**src/rtl/fetch_stage_if.sv**
```systemverilog
// Bus between the fetch stage and its neighbours: PC in, instruction memory
// read port, hazard/redirect controls in, next PC and IF/ID contents out.
interface fetch_stage_if;
    logic [31:0] pc;
    logic [31:0] imem_rdata;
    logic        stall;
    logic        redirect;
    logic [31:0] redirect_target;
    logic [31:0] imem_addr;
    logic [31:0] pc_next;
    logic [31:0] ifid_pc;
    logic [31:0] ifid_instr;
    logic        ifid_valid;
    logic        halted;
    logic [31:0] fetch_count;

    // Fetch-stage side.
    modport master (
        input  pc, imem_rdata, stall, redirect, redirect_target,
        output imem_addr, pc_next, ifid_pc, ifid_instr, ifid_valid,
               halted, fetch_count
    );

    // Environment side: program counter, memory, hazard unit, decode.
    modport slave (
        output pc, imem_rdata, stall, redirect, redirect_target,
        input  imem_addr, pc_next, ifid_pc, ifid_instr, ifid_valid,
               halted, fetch_count
    );
endinterface

```
**src/rtl/fetch_stage.sv**
```systemverilog
// Instruction-fetch stage: drives the instruction-memory address, computes
// the next PC for the program counter, and owns the IF/ID register with
// stall, redirect flush, halt detection and an accepted-instruction counter.
module fetch_stage #(
    parameter logic [31:0] HALT_WORD = 32'hFFFF_FFFF,
    parameter logic [31:0] NOP_WORD  = 32'h0000_0000
) (
    input  logic          clock,
    input  logic          reset,
    fetch_stage_if.master bus
);

    typedef enum logic {
        S_RUN,
        S_HALTED
    } state_t;

    state_t      r_state;
    state_t      w_state_next;
    logic [31:0] w_pc_next;
    logic        w_accept;
    logic [31:0] r_ifid_pc;
    logic [31:0] r_ifid_instr;
    logic        r_ifid_valid;
    logic [31:0] r_fetch_count;

    // Next PC and next state; redirect overrides both stall and halt.
    always_comb begin
        w_pc_next    = bus.pc + 32'd1;
        w_state_next = r_state;
        w_accept     = 1'b0;
        if (bus.redirect) begin
            w_pc_next    = bus.redirect_target;
            w_state_next = S_RUN;
        end else if (bus.stall) begin
            w_pc_next    = bus.pc;
        end else if (r_state == S_HALTED) begin
            w_pc_next    = bus.pc;
        end else begin
            w_accept = 1'b1;
            if (bus.imem_rdata == HALT_WORD) begin
                w_state_next = S_HALTED;
            end
        end
    end

    // State register.
    always_ff @(posedge clock) begin
        if (reset) begin
            r_state <= S_RUN;
        end else begin
            r_state <= w_state_next;
        end
    end

    // IF/ID register: flush on redirect, hold on stall, bubble while halted.
    always_ff @(posedge clock) begin
        if (reset) begin
            r_ifid_pc    <= '0;
            r_ifid_instr <= NOP_WORD;
            r_ifid_valid <= 1'b0;
        end else if (bus.redirect) begin
            r_ifid_pc    <= '0;
            r_ifid_instr <= NOP_WORD;
            r_ifid_valid <= 1'b0;
        end else if (bus.stall) begin
            r_ifid_pc    <= r_ifid_pc;
            r_ifid_instr <= r_ifid_instr;
            r_ifid_valid <= r_ifid_valid;
        end else if (r_state == S_HALTED) begin
            r_ifid_pc    <= '0;
            r_ifid_instr <= NOP_WORD;
            r_ifid_valid <= 1'b0;
        end else begin
            r_ifid_pc    <= bus.pc;
            r_ifid_instr <= bus.imem_rdata;
            r_ifid_valid <= 1'b1;
        end
    end

    // Accepted-instruction counter, wraps modulo 2^32.
    always_ff @(posedge clock) begin
        if (reset) begin
            r_fetch_count <= '0;
        end else if (w_accept) begin
            r_fetch_count <= r_fetch_count + 32'd1;
        end
    end

    assign bus.imem_addr   = bus.pc;
    assign bus.pc_next     = w_pc_next;
    assign bus.ifid_pc     = r_ifid_pc;
    assign bus.ifid_instr  = r_ifid_instr;
    assign bus.ifid_valid  = r_ifid_valid;
    assign bus.halted      = (r_state == S_HALTED);
    assign bus.fetch_count = r_fetch_count;

endmodule

```
**src/flat_wrapper.sv**
```systemverilog
// flat-port wrapper written by rule: the top's interface ports become plain ports
module fetch_stage_flat 
#(
    parameter logic [31:0] HALT_WORD = 32'hFFFF_FFFF,
    parameter logic [31:0] NOP_WORD  = 32'h0000_0000
)
  (clock, reset, bus_pc, bus_imem_rdata, bus_stall, bus_redirect, bus_redirect_target, bus_imem_addr, bus_pc_next, bus_ifid_pc, bus_ifid_instr, bus_ifid_valid, bus_halted, bus_fetch_count);
  fetch_stage_if bus_i ();
  input  logic clock;
  input  logic reset;
  input wire logic [$bits(bus_i.pc)-1:0] bus_pc;
  input wire logic [$bits(bus_i.imem_rdata)-1:0] bus_imem_rdata;
  input wire logic [$bits(bus_i.stall)-1:0] bus_stall;
  input wire logic [$bits(bus_i.redirect)-1:0] bus_redirect;
  input wire logic [$bits(bus_i.redirect_target)-1:0] bus_redirect_target;
  output wire logic [$bits(bus_i.imem_addr)-1:0] bus_imem_addr;
  output wire logic [$bits(bus_i.pc_next)-1:0] bus_pc_next;
  output wire logic [$bits(bus_i.ifid_pc)-1:0] bus_ifid_pc;
  output wire logic [$bits(bus_i.ifid_instr)-1:0] bus_ifid_instr;
  output wire logic [$bits(bus_i.ifid_valid)-1:0] bus_ifid_valid;
  output wire logic [$bits(bus_i.halted)-1:0] bus_halted;
  output wire logic [$bits(bus_i.fetch_count)-1:0] bus_fetch_count;
  assign bus_i.pc = bus_pc;
  assign bus_i.imem_rdata = bus_imem_rdata;
  assign bus_i.stall = bus_stall;
  assign bus_i.redirect = bus_redirect;
  assign bus_i.redirect_target = bus_redirect_target;
  assign bus_imem_addr = bus_i.imem_addr;
  assign bus_pc_next = bus_i.pc_next;
  assign bus_ifid_pc = bus_i.ifid_pc;
  assign bus_ifid_instr = bus_i.ifid_instr;
  assign bus_ifid_valid = bus_i.ifid_valid;
  assign bus_halted = bus_i.halted;
  assign bus_fetch_count = bus_i.fetch_count;
  fetch_stage #(.HALT_WORD(HALT_WORD), .NOP_WORD(NOP_WORD)) u_core (.clock(clock), .reset(reset), .bus(bus_i));
endmodule
```
**config.mk**
```make
export PLATFORM = sky130hd
export DESIGN_NAME = fetch_stage_flat
export DESIGN_NICKNAME = d
export VERILOG_FILES = /design/src/rtl/fetch_stage_if.sv /design/src/rtl/fetch_stage.sv /design/src/flat_wrapper.sv
export SDC_FILE = /design/constraint.sdc
export NUM_CORES = 1
export LEC_CHECK = 0
export CAP_MARGIN = 20
export CELL_PAD_IN_SITES_DETAIL_PLACEMENT = 0
export CELL_PAD_IN_SITES_GLOBAL_PLACEMENT = 2
export CORE_AREA = 2 2 195 149
export CTS_BUF_LIST = sky130_fd_sc_hd__clkbuf_16
export DETAILED_ROUTE_END_ITERATION = 8
export DIE_AREA = 0 0 197 151
export GPL_TIMING_DRIVEN = 0
export HOLD_SLACK_MARGIN = 0.02
export PLACE_DENSITY = 0.84
export SLEW_MARGIN = 20
export SYNTH_ARGS = -nofsm -noshare
export SYNTH_HDL_FRONTEND = slang
export SYNTH_SLANG_ARGS = --single-unit
export TNS_END_PERCENT = 1
```
**constraint.sdc**
```tcl
create_clock -name clock -period 2.5 [get_ports clock]
set_clock_uncertainty 0.05 [all_clocks]
set_input_delay 0.5 -clock clock [delete_from_list [all_inputs] [get_ports clock]]
set_output_delay 0.5 -clock clock [all_outputs]
set_load 0.01 [all_outputs]
```
==> run_results.csv <==
group,metric,value,unit
drt,drt-total-wl,23800,um
floorplan,die-area,29700,sq um
yosys,synth_seq_cells,98,
drt,num_vias,6070,
drt,drcViolationCount,0,
cells_and_area,final_common_cell,"clkdlybuf4s50_1",
timing,setup_slack,-0.411,ns
timing,fmax,343,MHz
timing,hold_violations,0,
clocking,cts-htree-levels,3,
timing,finalCritPeriodShare,116,%
clocking,postCtsHoldBufs,0,
setup_path,path_class,"in2out",
cells_and_area,final_nets,1052,
cells_and_area,stdcell_area,8980,sq um
yosys,yosysWarnings,0,
power_and_ir_drop,finalPower,3730,uW
power_and_ir_drop,power_density,415,nW/um^2
setup_path,crit_arrival,2.36,ns
global_routing,grt_pass1_wl,35300,um
drt,wire_per_inst,18.2,um
setup_path,cp_slowest_cell,"or3b_4",
job,maxCapViolations,0,
run_status,violations,"negative setup slack",
yosys,synthCells,653,
clocking,numCtsBuffers,9,
clocking,insertion_delay,0.36,ns
floorplan,rows,53,
cells_and_area,area_delta_synth_final,72.5,%
timing,worst_pin_slew,0.696,ns
clocking,root_buffer,"clkbuf_16",
setup_path,critical_path_buf_inv_count,2,
power_and_ir_drop,p_leak,0.00324,uW
global_routing,antenna_found_initial,0,
placement,hpwl,18200,um
cells_and_area,mostFrequentLayoutCells,"clkdlybuf4s50_1, nor2_1, dfxtp_1, a22oi_1, buf_4",
cells_and_area,fin_util,32.4,%
global_routing,grt_max_degree,16,
yosys,synth.cell_area,5210,sq um
clocking,clkSlewWorstSetupHoldPaths,0.07,ns
drt,antenna_left,0,
hold_path,holdCritPathClass,"reg2reg",
yosys,synth.distinct_cells,41,
clocking,cts_max_path_buffers,2,
global_routing,grt_pass1_vias,5830,
drt,drtPass1Iterations,5,
drt,drtIter0Drc,390,
clocking,cts_sinks,98,
placement,place_congestion,0.820,
yosys,synth_nets,756,
placement,place_area,8280,sq um
setup_path,cp_cell_sequence,"clkdlybuf4s15_1 -> nand4_1 -> or3b_4 -> or4_1 -> a31oi_1 -> buf_2",
timing,setup_viol,43,
setup_path,critical_path_required,1.95,ns
floorplan,start_util,18.8,%
setup_path,crit_fanout,8,
clocking,tritoncts,"built",
setup_path,rrSetupSlack,-0.30,ns
global_routing,overflow,0,
run_status,status,"finished, violations left",
cells_and_area,diodes,0,
timing,holdWs,0.419,ns
floorplan,die_h,151,um
setup_path,critPathLaunchType,"input port",
timing,finalSetupTns,-9.41,ns
placement,port_buffers,260,
timing,slew_viol_final,0,
drt,viasPerCell,4.63,
timing,slew_headroom,53.6,%
floorplan,num_io_pins,262,
floorplan,core-area,27700,sq um
yosys,post_synth.cell_area_avg,7.98,sq um
timing,rsz0062_at_grt,"yes",
timing,period_needed,2.91,ns
setup_path,end_kind,"output pin",
floorplan,die-width,197,um
yosys,seq_area_frac_synth,37.7,%
setup_path,slowest_delay,0.50,ns
cells_and_area,drive_gt1_share,19.6,%
global_routing,grt_util_all_layers,15.7,%
setup_path,cpLargestDelayFamily,"simple AND/OR/NAND/NOR gates",
power_and_ir_drop,irDropWorstVdd,0.298,mV
[flip-flops by register name (all words and copies together) (netlist names)]
name / cells
u_core.bus.fetch_count: 32
u_core.bus.ifid_instr: 32
u_core.bus.ifid_pc: 32
u_core.bus.halted: 1
u_core.bus.ifid_valid: 1
[metrics by stage]
step	std cells	setup slack, ns
2_1_floorplan	653	-0.209
3_3_place_gp	1270	-1.84
6_report	1310	-0.411
4_1_cts	1303	-0.471
3_5_place_dp	1270	-1.76
5_1_grt	1310	-0.486
[cell type report]
class	count	area (sq um)
inverters	11	41.3
multi-input cells	464	3050
clock inverters	6	32.5
plain buffers	75	539
well taps	357	447
clock buffers	9	225
fillers	3023	18700
repair buffers	290	2680
flip-flops and latches	98	1970
[tightest hold or removal path: stages (launching register included)]
cell,delay (ns)
dfxtp_1,0.31
nand2_1,0.06
a21oi_1,0.05
[power by group]
group          internal (uW)  total [uW]  switching (uW)
logic                    418         823             405
registers               1590        1620            21.3
clock network            662        1290             631
total                   2670        3730            1060
[kinds of logic (layout without fill, tap and decap cells)]
| family | count (synthesis) | after routing | synth area share, % |
|---|---|---|---|
| compound gates | 147 | 147 | 18.8 |
| fa+ha+maj | 3 | 3 | 0.721 |
| flops | 98 | 98 | 37.7 |
| buf+inv | 91 | 391 | 9.37 |
| xor+xnor | 24 | 24 | 4.04 |
| simple gates | 283 | 283 | 28.0 |
| mux | 7 | 7 | 1.44 |
[synthesized netlist by cell type, drive strengths merged]
master	count	area, sq um
nor2	100	375
dfxtp	98	1960
a22oi	65	488
buf	44	312
clkbuf	36	135
nand2	36	135
nand4	31	194
o21ai	23	115
nand3	22	110
o31ai	22	165
or4	20	150
a21oi	19	95.1
xnor2	17	149
a31oi	16	100
or3	15	93.8
nor4	13	81.3
inv	11	41.3
nor3	11	55.1
nor2b	8	50.1
and3	7	43.8
xor2	7	61.3
and4	5	43.8
mux2	4	45.0
ha	3	37.5
mux2i	3	30.0
or2	3	18.8
and2	2	12.5
nand4b	2	17.5
or3b	2	17.5
or4b	2	23.8
a21o	1	7.51
nand2b	1	6.26
nand3b	1	7.51
nand4bb	1	11.3
nor4b	1	8.76
o31a	1	8.76
[metal layers]
layer | vias to the layer above | part of all wire, % | track usage [%]
li1 | 2955 | - | -
met1 | 2875 | 47 | 21.5
met2 | 226 | 44 | 24.1
met3 | 14 | 8.0 | 4.99
met4 | 0 | 0.92 | 3.76
met5 | - | 0 | 0
[path summary, 6_finish.rpt]
kind | start | endpoint | cells after the start
min | u_core.bus.ifid_pc[2]$_SDFFE_PP0N_ | u_core.bus.ifid_pc[2]$_SDFFE_PP0N_ | 2
max | bus_pc[16] | bus_pc_next[22] | 6
min reg2reg | u_core.bus.ifid_pc[2]$_SDFFE_PP0N_ | u_core.bus.ifid_pc[2]$_SDFFE_PP0N_ | 2
max reg2reg | u_core.bus.halted$_SDFFE_PP0N_ | u_core.bus.fetch_count[30]$_SDFFE_PP0P_ | 8
[timing repair]
item,in CTS,in global routing
pin swaps,29,27
resized for setup,254,64
buffers inserted,23,7
hold endpoints to repair,0,0
endpoints found under the setup margin,85,51
(Power assumes the default switching activity.)
